## config.mk

```make
export PLATFORM = sky130hd
export DESIGN_NAME = add_arbiter_flat
export DESIGN_NICKNAME = d
export VERILOG_FILES = /design/src/rtl/add_arbiter_if.sv /design/src/rtl/add_arbiter.sv /design/src/flat_wrapper.sv
export SDC_FILE = /design/constraint.sdc
export NUM_CORES = 1
export LEC_CHECK = 0
export CAP_MARGIN = 5
export CORE_ASPECT_RATIO = 1.2
export CORE_MARGIN = 4
export CORE_UTILIZATION = 40
export CTS_CLUSTER_SIZE = 10
export DETAILED_ROUTE_END_ITERATION = 8
export GPL_TIMING_DRIVEN = 0
export PLACE_DENSITY = 0.93
export SETUP_SLACK_MARGIN = 0.15
export SLEW_MARGIN = 10
export SYNTH_ARGS = -nofsm -noshare
export SYNTH_HDL_FRONTEND = slang
export SYNTH_SLANG_ARGS = --single-unit
```

## constraint.sdc

```tcl
create_clock -name clk -period 5.7 [get_ports clk]
set_input_delay 1.14 -clock clk [delete_from_list [all_inputs] [get_ports clk]]
set_output_delay 1.14 -clock clk [all_outputs]
set_load 0.02 [all_outputs]
```

## src/rtl/add_arbiter_if.sv

```systemverilog
// Handshake bundle between R requesters and the shared adder arbiter.
// The arbiter takes the slave modport; requesters and the result sink take master.
interface add_arbiter_if #(
  parameter int unsigned N = 32,
  parameter int unsigned R = 4
);
  localparam int unsigned IW = (R > 1) ? $clog2(R) : 1;

  logic [R-1:0]   req_valid;
  logic [R-1:0]   req_last;
  logic [R*N-1:0] req_a;
  logic [R*N-1:0] req_b;
  logic [R-1:0]   req_ci;
  logic [R-1:0]   req_ready;
  logic           rsp_valid;
  logic           rsp_ready;
  logic [N-1:0]   rsp_c;
  logic           rsp_co;
  logic           rsp_last;
  logic [IW-1:0]  rsp_id;

  modport slave (
    input  req_valid, req_last, req_a, req_b, req_ci, rsp_ready,
    output req_ready, rsp_valid, rsp_c, rsp_co, rsp_last, rsp_id
  );

  modport master (
    output req_valid, req_last, req_a, req_b, req_ci, rsp_ready,
    input  req_ready, rsp_valid, rsp_c, rsp_co, rsp_last, rsp_id
  );
endinterface

```

## src/rtl/add_arbiter.sv

```systemverilog
// Round-robin arbiter sharing one N-bit carry-lookahead adder among R requesters;
// a grant stays locked for a whole multi-word transaction (LS word first).
module add_arbiter #(
  parameter int unsigned N = 32,
  parameter int unsigned R = 4
) (
  input  logic          clk,
  input  logic          rst,
  add_arbiter_if.slave  bus
);
  localparam int unsigned IW = (R > 1) ? $clog2(R) : 1;

  typedef enum logic {IDLE, BUSY} state_t;

  state_t        state, state_nxt;
  logic [IW-1:0] ptr, grant, pick;
  logic          pick_found;
  logic          first, carry;
  logic          sel_valid, sel_last, sel_ci;
  logic [N-1:0]  op_a, op_b, sum;
  logic          co, cin, beat_ready, accept;
  logic [R-1:0]  ready;

  logic          rsp_valid, rsp_co, rsp_last;
  logic [N-1:0]  rsp_c;
  logic [IW-1:0] rsp_id;

  // Kogge-Stone prefix adder; carry-in is folded into bit 0's generate term.
  function automatic logic [N:0] cla_add(input logic [N-1:0] a,
                                         input logic [N-1:0] b,
                                         input logic         ci);
    logic [N-1:0] h, g, p, gn, pn, s;
    h    = a ^ b;
    p    = h;
    g    = a & b;
    g[0] = g[0] | (h[0] & ci);
    for (int unsigned d = 1; d < N; d = d * 2) begin
      gn = g;
      pn = p;
      for (int unsigned i = d; i < N; i++) begin
        gn[i] = g[i] | (p[i] & g[i-d]);
        pn[i] = p[i] & p[i-d];
      end
      g = gn;
      p = pn;
    end
    s[0] = h[0] ^ ci;
    for (int unsigned i = 1; i < N; i++) begin
      s[i] = h[i] ^ g[i-1];
    end
    return {g[N-1], s};
  endfunction

  // Lowest valid index at or above ptr, else lowest valid index overall.
  always_comb begin
    pick       = '0;
    pick_found = 1'b0;
    for (int unsigned k = 0; k < R; k++) begin
      if (!pick_found && bus.req_valid[k] && (k >= 32'(ptr))) begin
        pick       = IW'(k);
        pick_found = 1'b1;
      end
    end
    for (int unsigned k = 0; k < R; k++) begin
      if (!pick_found && bus.req_valid[k]) begin
        pick       = IW'(k);
        pick_found = 1'b1;
      end
    end
  end

  always_comb begin
    op_a      = '0;
    op_b      = '0;
    sel_valid = 1'b0;
    sel_last  = 1'b0;
    sel_ci    = 1'b0;
    for (int unsigned i = 0; i < R; i++) begin
      if (grant == IW'(i)) begin
        op_a      = bus.req_a[i*N +: N];
        op_b      = bus.req_b[i*N +: N];
        sel_valid = bus.req_valid[i];
        sel_last  = bus.req_last[i];
        sel_ci    = bus.req_ci[i];
      end
    end
  end

  assign cin        = first ? sel_ci : carry;
  assign {co, sum}  = cla_add(op_a, op_b, cin);
  assign beat_ready = !rsp_valid || bus.rsp_ready;
  assign accept     = (state == BUSY) && sel_valid && beat_ready;

  // State register
  always_ff @(posedge clk) begin
    if (rst) begin
      state <= IDLE;
    end else begin
      state <= state_nxt;
    end
  end

  // Next-state logic
  always_comb begin
    state_nxt = state;
    case (state)
      IDLE:    if (pick_found)          state_nxt = BUSY;
      BUSY:    if (accept && sel_last)  state_nxt = IDLE;
      default:                          state_nxt = IDLE;
    endcase
  end

  // Output logic: only the locked requester sees ready, and only in BUSY
  always_comb begin
    ready = '0;
    if (state == BUSY) begin
      for (int unsigned i = 0; i < R; i++) begin
        if (grant == IW'(i)) ready[i] = beat_ready;
      end
    end
  end

  always_ff @(posedge clk) begin
    if (rst) begin
      ptr   <= '0;
      grant <= '0;
      first <= 1'b0;
      carry <= 1'b0;
    end else begin
      if (state == IDLE && pick_found) begin
        grant <= pick;
        first <= 1'b1;
      end
      if (accept) begin
        carry <= co;
        first <= 1'b0;
        if (sel_last) begin
          ptr <= (grant == IW'(R-1)) ? '0 : grant + 1'b1;
        end
      end
    end
  end

  always_ff @(posedge clk) begin
    if (rst) begin
      rsp_valid <= 1'b0;
      rsp_c     <= '0;
      rsp_co    <= 1'b0;
      rsp_last  <= 1'b0;
      rsp_id    <= '0;
    end else if (accept) begin
      rsp_valid <= 1'b1;
      rsp_c     <= sum;
      rsp_co    <= co;
      rsp_last  <= sel_last;
      rsp_id    <= grant;
    end else if (bus.rsp_ready) begin
      rsp_valid <= 1'b0;
    end
  end

  assign bus.req_ready = ready;
  assign bus.rsp_valid = rsp_valid;
  assign bus.rsp_c     = rsp_c;
  assign bus.rsp_co    = rsp_co;
  assign bus.rsp_last  = rsp_last;
  assign bus.rsp_id    = rsp_id;
endmodule

```

## src/flat_wrapper.sv

```systemverilog
// flat-port wrapper written by rule: the top's interface ports become plain ports
module add_arbiter_flat 
#(
  parameter int unsigned N = 32,
  parameter int unsigned R = 4
)
  (clk, rst, bus_req_valid, bus_req_last, bus_req_a, bus_req_b, bus_req_ci, bus_rsp_ready, bus_req_ready, bus_rsp_valid, bus_rsp_c, bus_rsp_co, bus_rsp_last, bus_rsp_id);
  add_arbiter_if #(.N(N), .R(R)) bus_i ();
  input  logic clk;
  input  logic rst;
  input wire logic [$bits(bus_i.req_valid)-1:0] bus_req_valid;
  input wire logic [$bits(bus_i.req_last)-1:0] bus_req_last;
  input wire logic [$bits(bus_i.req_a)-1:0] bus_req_a;
  input wire logic [$bits(bus_i.req_b)-1:0] bus_req_b;
  input wire logic [$bits(bus_i.req_ci)-1:0] bus_req_ci;
  input wire logic [$bits(bus_i.rsp_ready)-1:0] bus_rsp_ready;
  output wire logic [$bits(bus_i.req_ready)-1:0] bus_req_ready;
  output wire logic [$bits(bus_i.rsp_valid)-1:0] bus_rsp_valid;
  output wire logic [$bits(bus_i.rsp_c)-1:0] bus_rsp_c;
  output wire logic [$bits(bus_i.rsp_co)-1:0] bus_rsp_co;
  output wire logic [$bits(bus_i.rsp_last)-1:0] bus_rsp_last;
  output wire logic [$bits(bus_i.rsp_id)-1:0] bus_rsp_id;
  assign bus_i.req_valid = bus_req_valid;
  assign bus_i.req_last = bus_req_last;
  assign bus_i.req_a = bus_req_a;
  assign bus_i.req_b = bus_req_b;
  assign bus_i.req_ci = bus_req_ci;
  assign bus_i.rsp_ready = bus_rsp_ready;
  assign bus_req_ready = bus_i.req_ready;
  assign bus_rsp_valid = bus_i.rsp_valid;
  assign bus_rsp_c = bus_i.rsp_c;
  assign bus_rsp_co = bus_i.rsp_co;
  assign bus_rsp_last = bus_i.rsp_last;
  assign bus_rsp_id = bus_i.rsp_id;
  add_arbiter #(.N(N), .R(R)) u_core (.clk(clk), .rst(rst), .bus(bus_i));
endmodule
```

==> results of run 1 <==
==> synthesized netlist by cell type, types with 6 or more instances <==
master	count	area (um2)
a21o_1	18	135
a21oi_1	199	996
a31oi_1	6	37.5
and3_1	7	43.8
buf_1	13	48.8
clkbuf_1	59	221
dfxtp_1	43	861
ha_1	35	438
inv_1	13	48.8
nand2_1	193	724
nand3_1	8	40.0
nand3b_1	10	75.1
nand4_1	10	62.6
nor2_1	160	601
nor2b_1	7	43.8
nor3_1	6	30.0
o211ai_1	7	52.6
o21ai_0	85	425
xnor2_1	10	87.6
xor2_1	10	87.6
==> power by group through the flow <==
stage,logic [mW],registers [mW],clock network [mW]
final,1.39,0.365,0.274
after global routing,1.53,0.369,0.288
after CTS,1.37,0.365,0.276
after detailed placement,1.36,0.371,0
after global placement,1.34,0.370,0
after floorplan,0.811,0.409,0
==> metrics by stage <==
stage,setup slack [ps],hold WS [ps],total power [mW]
finish,605,448,2.03
global route,280,463,2.18
CTS,433,451,2.01
detailed placement,460,444,1.74
global placement,519,437,1.71
floorplan,1530,455,1.22
==> metal layers <==
| metal | wire length [um] | GRT usage, % | up-vias |
|---|---|---|---|
| met5 | 0 | 0 | - |
| li1 | - | - | 3981 |
| met3 | 2040 | 4.80 | 68 |
| met2 | 12600 | 52.8 | 383 |
| met1 | 10200 | 37.2 | 3632 |
| met4 | 1060 | 13.0 | 0 |
==> logic make-up (layout without fill, tap and decap cells) <==
group	count (synthesis)	after routing
other	0	1
AO/OA/AOI/OAI	353	353
AND/OR/NAND/NOR	424	424
adder cells (fa/ha/maj)	37	37
buffers and inverters	89	408
flip-flops	43	43
XOR/XNOR	20	20
multiplexers	2	2
==> worst max-delay path, stage by stage, from the launching register on <==
cell and delay [ps]:
dfxtp_1 420, ha_1 170, buf_2 250, clkbuf_1 490
clkbuf_2 390, a21oi_1 140, nor2_1 140, a21oi_1 50
nor2_1 120, a21oi_1 90, fa_1 510, fa_1 420
and2b_1 250, o2111ai_2 150, a211oi_2 310, o2111ai_1 200
nand2_1 160, a21oi_1 130, or4_1 520, o221ai_1 80
==> final cells by class <==
class / count / area (um2)
Clock buffer: 6 / 129
Tap cell: 171 / 214
Clock inverter: 2 / 12.5
Multi-Input combinational cell: 836 / 4430
Timing Repair Buffer: 311 / 3110
Fill cell: 1215 / 4720
Inverter: 13 / 48.8
Sequential cell: 43 / 861
Buffer: 76 / 294
Antenna cell: 1 / 2.50
==> state kept, by name, summed over array words and instances (netlist names) <==
signal and flops:
u_core.bus.rsp_last 1, u_core.first 1, u_core.bus.rsp_id 2, u_core.carry 1, u_core.bus.rsp_valid 1, u_core.bus.rsp_c 32, u_core.state 1, u_core.grant 2
u_core.ptr 2
==> how the worst max path moves through the flow <==
stage                            startpoint                                 to  slack (ps)  cells past startpoint
2_1_floorplan                 bus_req_ci[0]  u_core.bus.rsp_c[26]$_SDFFE_PP0P_        1530                     17
3_3_place_gp   u_core.grant[0]$_SDFFE_PP0P_  u_core.bus.rsp_c[26]$_SDFFE_PP0P_         520                     17
3_5_place_dp   u_core.grant[0]$_SDFFE_PP0P_  u_core.bus.rsp_c[26]$_SDFFE_PP0P_         460                     15
4_1_cts        u_core.grant[0]$_SDFFE_PP0P_  u_core.bus.rsp_c[26]$_SDFFE_PP0P_         430                     15
5_1_grt        u_core.grant[1]$_SDFFE_PP0P_  u_core.bus.rsp_c[26]$_SDFFE_PP0P_         280                     17
6_report       u_core.grant[0]$_SDFFE_PP0P_  u_core.bus.rsp_c[26]$_SDFFE_PP0P_         610                     19
==> impl_metrics.py, run 1 <==
metrics = {
    "status": {
        "status": "finished clean",
    },
    "sta": {
        "tightest_slew_ps": 734,
        "setup_tns_ps": 0,
        "setup_viol": 0,
        "fin_worst_skew_ps": 3.61,
        "max_freq_mhz": 196,
        "maxSlewViolCount": 0,
        "hold_viol": 0,
        "relSlewSlack_pct": 51.1,
        "layout_min_cycle_time_ps": 5090,
        "grt_setup_unrepaired": "false",
        "fin_crit_sh_pct": 89.4,
    },
    "layout": {
        "final_common_cell": "clkdlybuf4s50_1",
        "final_cells": 1459,
        "area_growth_pct": 61.7,
        "final_cell_area_um2": 9100,
        "drive_above_1_share_pct": 1.63,
        "final_core_util_pct": 65.9,
        "nNetsFinal": 1594,
        "final_cell_mix": "clkdlybuf4s50_1 (311), a21oi_1 (199), nand2_1 (193), nor2_1 (160), o21ai_0 (85)",
    },
    "floorplanning": {
        "num_rows": 47,
        "coreArea_um2": 13800,
        "num_io_pins": 312,
        "chipHeight_um": 138,
        "die_area_um2": 16000,
        "initial_core_util_pct": 40.7,
        "die_w_um": 116,
    },
    "global_routing": {
        "grt_overflow": 0,
        "grt_max_degree": 14,
        "antenna_found_initial": 1,
        "track_usage_pct": 30.5,
        "grt_pass1_wl_mm": 38.8,
        "grt_pass1_vias": 7764,
    },
    "synthesis": {
        "synth_compound_area_share_pct": 35.1,
        "synth_xor_area_share_pct": 3.11,
        "yosys.area_share.simple_pct": 31.7,
        "seq_area_frac_synth_pct": 15.3,
        "synth_seq_cells": 43,
        "synth_nets": 1276,
        "synthMuxAreaShare_pct": 0.356,
        "synth_ff_type": "dfxtp_1",
        "avgSynthCellArea_um2": 5.82,
        "synth_edf_count": 0,
        "syn_area_um2": 5630,
        "synthCells": 968,
        "synth-async-reset-ratio_pct": 0,
        "synth_top_family_by_area": "compound AO/OA/AOI/OAI gates",
        "ys_warn_count": 0,
        "ys_types": 57,
        "synth_fa_ha_area_share_pct": 8.49,
    },
    "power_and_ir_drop": {
        "ir_worst_vdd_uv": 274,
        "power_frac_comb_pct": 68.6,
        "p_per_area_nw_per_um2": 223,
        "clock_power_share_pct": 13.5,
        "intPower_mw": 1.11,
        "p_seq_share_pct": 18.0,
        "power_switching_mw": 0.924,
        "power_leakage_nw": 3.68,
        "sw_frac_of_total_pct": 45.4,
    },
    "routing": {
        "wirelength_mm": 25.8,
        "num_vias": 8064,
        "drt_iter0_drc": 613,
        "via_per_inst": 5.53,
        "firstDrtPassIters": 5,
        "drc": 0,
        "wire_per_inst_um": 17.7,
        "ant_nets": 0,
    },
    "worst_hold_path": {
        "hp-class": "register to register",
        "worstHoldStart": "u_core.bus.rsp_c[11]$_SDFFE_PP0P_",
        "hold_path_depth": 2,
        "hold_end": "u_core.bus.rsp_c[11]$_SDFFE_PP0P_",
    },
    "clocking": {
        "cts_tree": "yes",
        "root_buffer": "clkbuf_16",
        "clock_latency_ps": 280,
        "ctsHoldBuffers": 0,
        "post_cts_buffers": 0,
        "clk_path_buf_depth": 2,
        "clkTransAtPathRegs_ps": 60,
        "cts_made_buffers": 5,
        "cts_resized": 0,
        "cts.sinks": 43,
        "h-tree-depth": 2,
    },
    "worst_setup_path": {
        "rrSetupSlack_ps": 610,
        "cp.arrival_ps": 5300,
        "crit_path_end_kind": "register",
        "regToRegStartpoint": "u_core.grant[0]$_SDFFE_PP0P_",
        "crit_path_start_kind": "register",
        "ff2ff_path_depth": 19,
        "crit_type": "register to register",
        "cp_max_fo": 10,
        "reg2reg_to": "u_core.bus.rsp_c[26]$_SDFFE_PP0P_",
        "crit_required_ps": 5900,
    },
    "placement": {
        "placed_cell_area_um2": 8960,
        "dp.cells": 1450,
        "port_buffers": 311,
        "place_congestion": 0.976,
        "dp_hpwl_mm": 21.7,
    },
    "run": {
        "drv_cap": 0,
    },
}
No activity file was read; power rests on OpenSTA's default activity.
==> run 2, diff against run 1 <==
--- a/config.mk
+++ b/config.mk
@@ -6,13 +6,15 @@
 export NUM_CORES = 1
 export LEC_CHECK = 0
 export CAP_MARGIN = 5
+export CELL_PAD_IN_SITES_DETAIL_PLACEMENT = 1
+export CELL_PAD_IN_SITES_GLOBAL_PLACEMENT = 2
 export CORE_ASPECT_RATIO = 1.2
 export CORE_MARGIN = 4
-export CORE_UTILIZATION = 40
+export CORE_UTILIZATION = 19
 export CTS_CLUSTER_SIZE = 10
 export DETAILED_ROUTE_END_ITERATION = 8
 export GPL_TIMING_DRIVEN = 0
-export PLACE_DENSITY = 0.93
+export PLACE_DENSITY = 0.94
 export SETUP_SLACK_MARGIN = 0.15
 export SLEW_MARGIN = 10
 export SYNTH_ARGS = -nofsm -noshare
==> impl_metrics.py, run 2 (synthesized netlist as in run 1, its figures left out) <==
metrics = {
    "sta": {
        "fin_worst_skew_ps": 4.60,
        "relSlewSlack_pct": 50.7,
        "setup_tns_ps": 0,
        "hold_viol": 0,
        "hold_slack_ps": 454,
        "layout_min_cycle_time_ps": 4990,
        "max_freq_mhz": 200,
        "setup_viol": 0,
        "maxSlewViolCount": 0,
        "grt_setup_unrepaired": "false",
        "fin_crit_sh_pct": 87.6,
        "post-route-worst-setup-slack_ps": 707,
        "tightest_slew_ps": 739,
    },
    "power_and_ir_drop": {
        "ir_worst_vdd_uv": 132,
        "p_per_area_nw_per_um2": 226,
        "power_leakage_nw": 3.70,
    },
    "clocking": {
        "clkTransAtPathRegs_ps": 60,
        "cts_tree": "yes",
        "clk_path_buf_depth": 2,
        "clock_latency_ps": 280,
        "cts.sinks": 43,
        "h-tree-depth": 2,
        "root_buffer": "clkbuf_16",
        "post_cts_buffers": 0,
        "cts_made_buffers": 5,
    },
    "worst_setup_path": {
        "crit_start": "u_core.grant[0]$_SDFFE_PP0P_",
        "path_cells": "ha_1 > clkbuf_2 > clkbuf_2 > clkbuf_1 > a21oi_1 > fa_1 > fa_1 > and2b_1 > o2111ai_2 > a211oi_2 > o2111ai_1 > nand2_1 > a21oi_1 > or4_1 > o221ai_1",
        "crit_required_ps": 5900,
        "slowest_stage": "or4_1",
        "cp-endpoint": "u_core.bus.rsp_c[26]$_SDFFE_PP0P_",
        "critPathTopFamily": "buffers and inverters",
        "regToRegStartpoint": "u_core.grant[0]$_SDFFE_PP0P_",
        "cp.depth": 15,
        "cp.arrival_ps": 5200,
        "rrSetupSlack_ps": 710,
        "ff2ff_path_depth": 15,
        "max_stage_delay_ps": 520,
        "crit_path_end_kind": "register",
        "critical_path_buf_inv_count": 3,
        "crit_path_start_kind": "register",
        "crit_type": "register to register",
        "reg2reg_to": "u_core.bus.rsp_c[26]$_SDFFE_PP0P_",
        "cp_max_fo": 10,
    },
    "layout": {
        "largest_register": "u_core.bus.rsp_c",
        "largest_reg_flops": 32,
        "diodes": 0,
        "final_common_cell": "clkdlybuf4s50_1",
        "drive_above_1_share_pct": 1.79,
        "filler_cell_count": 3739,
        "final_cell_mix": "clkdlybuf4s50_1 (311), a21oi_1 (199), nand2_1 (193), nor2_1 (160), o21ai_0 (85)",
        "nNetsFinal": 1593,
        "area_growth_pct": 67.0,
    },
    "routing": {
        "ant_nets": 0,
        "drt_iter0_drc": 275,
        "wirelength_mm": 31.0,
        "num_vias": 7752,
        "via_per_inst": 4.64,
        "wire_per_inst_um": 18.5,
        "firstDrtPassIters": 4,
        "drc": 0,
    },
    "placement": {
        "place_ws_ps": 96.1,
        "place_congestion": 0.859,
        "port_buffers": 311,
        "dp_hpwl_mm": 27.2,
    },
    "worst_hold_path": {
        "hp-class": "register to register",
    },
    "global_routing": {
        "grt_pass1_wl_mm": 47.0,
        "track_usage_pct": 18.4,
        "antenna_found_initial": 2,
        "grt_max_degree": 14,
        "grt_overflow": 0,
        "grt_pass1_vias": 8267,
    },
    "floorplanning": {
        "num_io_pins": 312,
        "die_w_um": 165,
        "chipHeight_um": 197,
        "die_area_um2": 32500,
        "num_rows": 68,
        "coreArea_um2": 29000,
        "initial_core_util_pct": 19.4,
    },
    "run": {
        "drv_cap": 0,
    },
    "status": {
        "status": "finished clean",
    },
}
[run 2: changes by cell type in the layout (fill, tap and decap cells not counted), sizes merged]
| cell | change |
|---|---|
| buf | -1 |
| bufinv | +1 |
| clkinvlp | -1 |
| diode | -1 |
[run 2: tightest hold or removal path, cell delays in order (launching register included)]
cell and delay, ps:
dfxtp_1 310, nand2_1 50, a21oi_1 50
[run 2: final cells by class]
class | count | area, um2 | share of cell area (%)
multi-input cells | 836 | 4430 | 47.1
repair buffers | 311 | 3110 | 33.1
flip-flops and latches | 43 | 861 | 9.16
well taps | 385 | 482 | 5.13
plain buffers | 75 | 292 | 3.10
clock buffers | 6 | 139 | 1.48
inverters | 13 | 48.8 | 0.519
clock inverters | 2 | 35.0 | 0.373
[run 2: stage by stage]
step           utilization, %  cell area [um2]  cells  power (mW)
2_1_floorplan               -             5630    968        1.22
3_3_place_gp             31.8             9220   1664        1.78
3_5_place_dp             31.8             9220   1664        1.80
4_1_cts                  32.4             9400   1672        2.14
5_1_grt                  32.4             9400   1671        2.31
6_report                 32.4             9400   1671        2.12
[run 2: worst min-delay path by stage]
stage	from	cells after the start	end	slack, ps
3_3_place_gp	u_core.bus.rsp_c[11]$_SDFFE_PP0P_	2	u_core.bus.rsp_c[11]$_SDFFE_PP0P_	440
6_report	u_core.bus.rsp_c[16]$_SDFFE_PP0P_	2	u_core.bus.rsp_c[16]$_SDFFE_PP0P_	450
4_1_cts	u_core.bus.rsp_c[15]$_SDFFE_PP0P_	2	u_core.bus.rsp_c[15]$_SDFFE_PP0P_	460
5_1_grt	u_core.bus.rsp_c[3]$_SDFFE_PP0P_	2	u_core.bus.rsp_c[3]$_SDFFE_PP0P_	480
3_5_place_dp	u_core.bus.rsp_c[15]$_SDFFE_PP0P_	2	u_core.bus.rsp_c[15]$_SDFFE_PP0P_	450
2_1_floorplan	u_core.ptr[0]$_SDFFE_PP0P_	2	u_core.ptr[0]$_SDFFE_PP0P_	450
[run 2: metal layers]
layer / routed length [um] / up-vias / GRT usage, %
li1: - / 3979 / -
met1: 13000 / 3546 / 22.5
met2: 15800 / 195 / 33.8
met3: 1550 / 30 / 2.70
met4: 624 / 2 / 4.25
met5: 13 / - / 0
[run 2: repair_timing]
| item | in CTS | in global routing |
|---|---|---|
| setup endpoints to repair | 3 | 8 |
| gates resized for setup | 1 | 6 |
| hold buffers | 0 | 0 |
[run 2: where the power goes]
| part | internal [mW] | switching [mW] | leakage [nW] | total, mW |
|---|---|---|---|---|
| logic | 0.608 | 0.812 | 3.26 | 1.42 |
| registers | 0.340 | 0.0265 | 0.351 | 0.366 |
| clock network | 0.218 | 0.119 | 0.0868 | 0.337 |
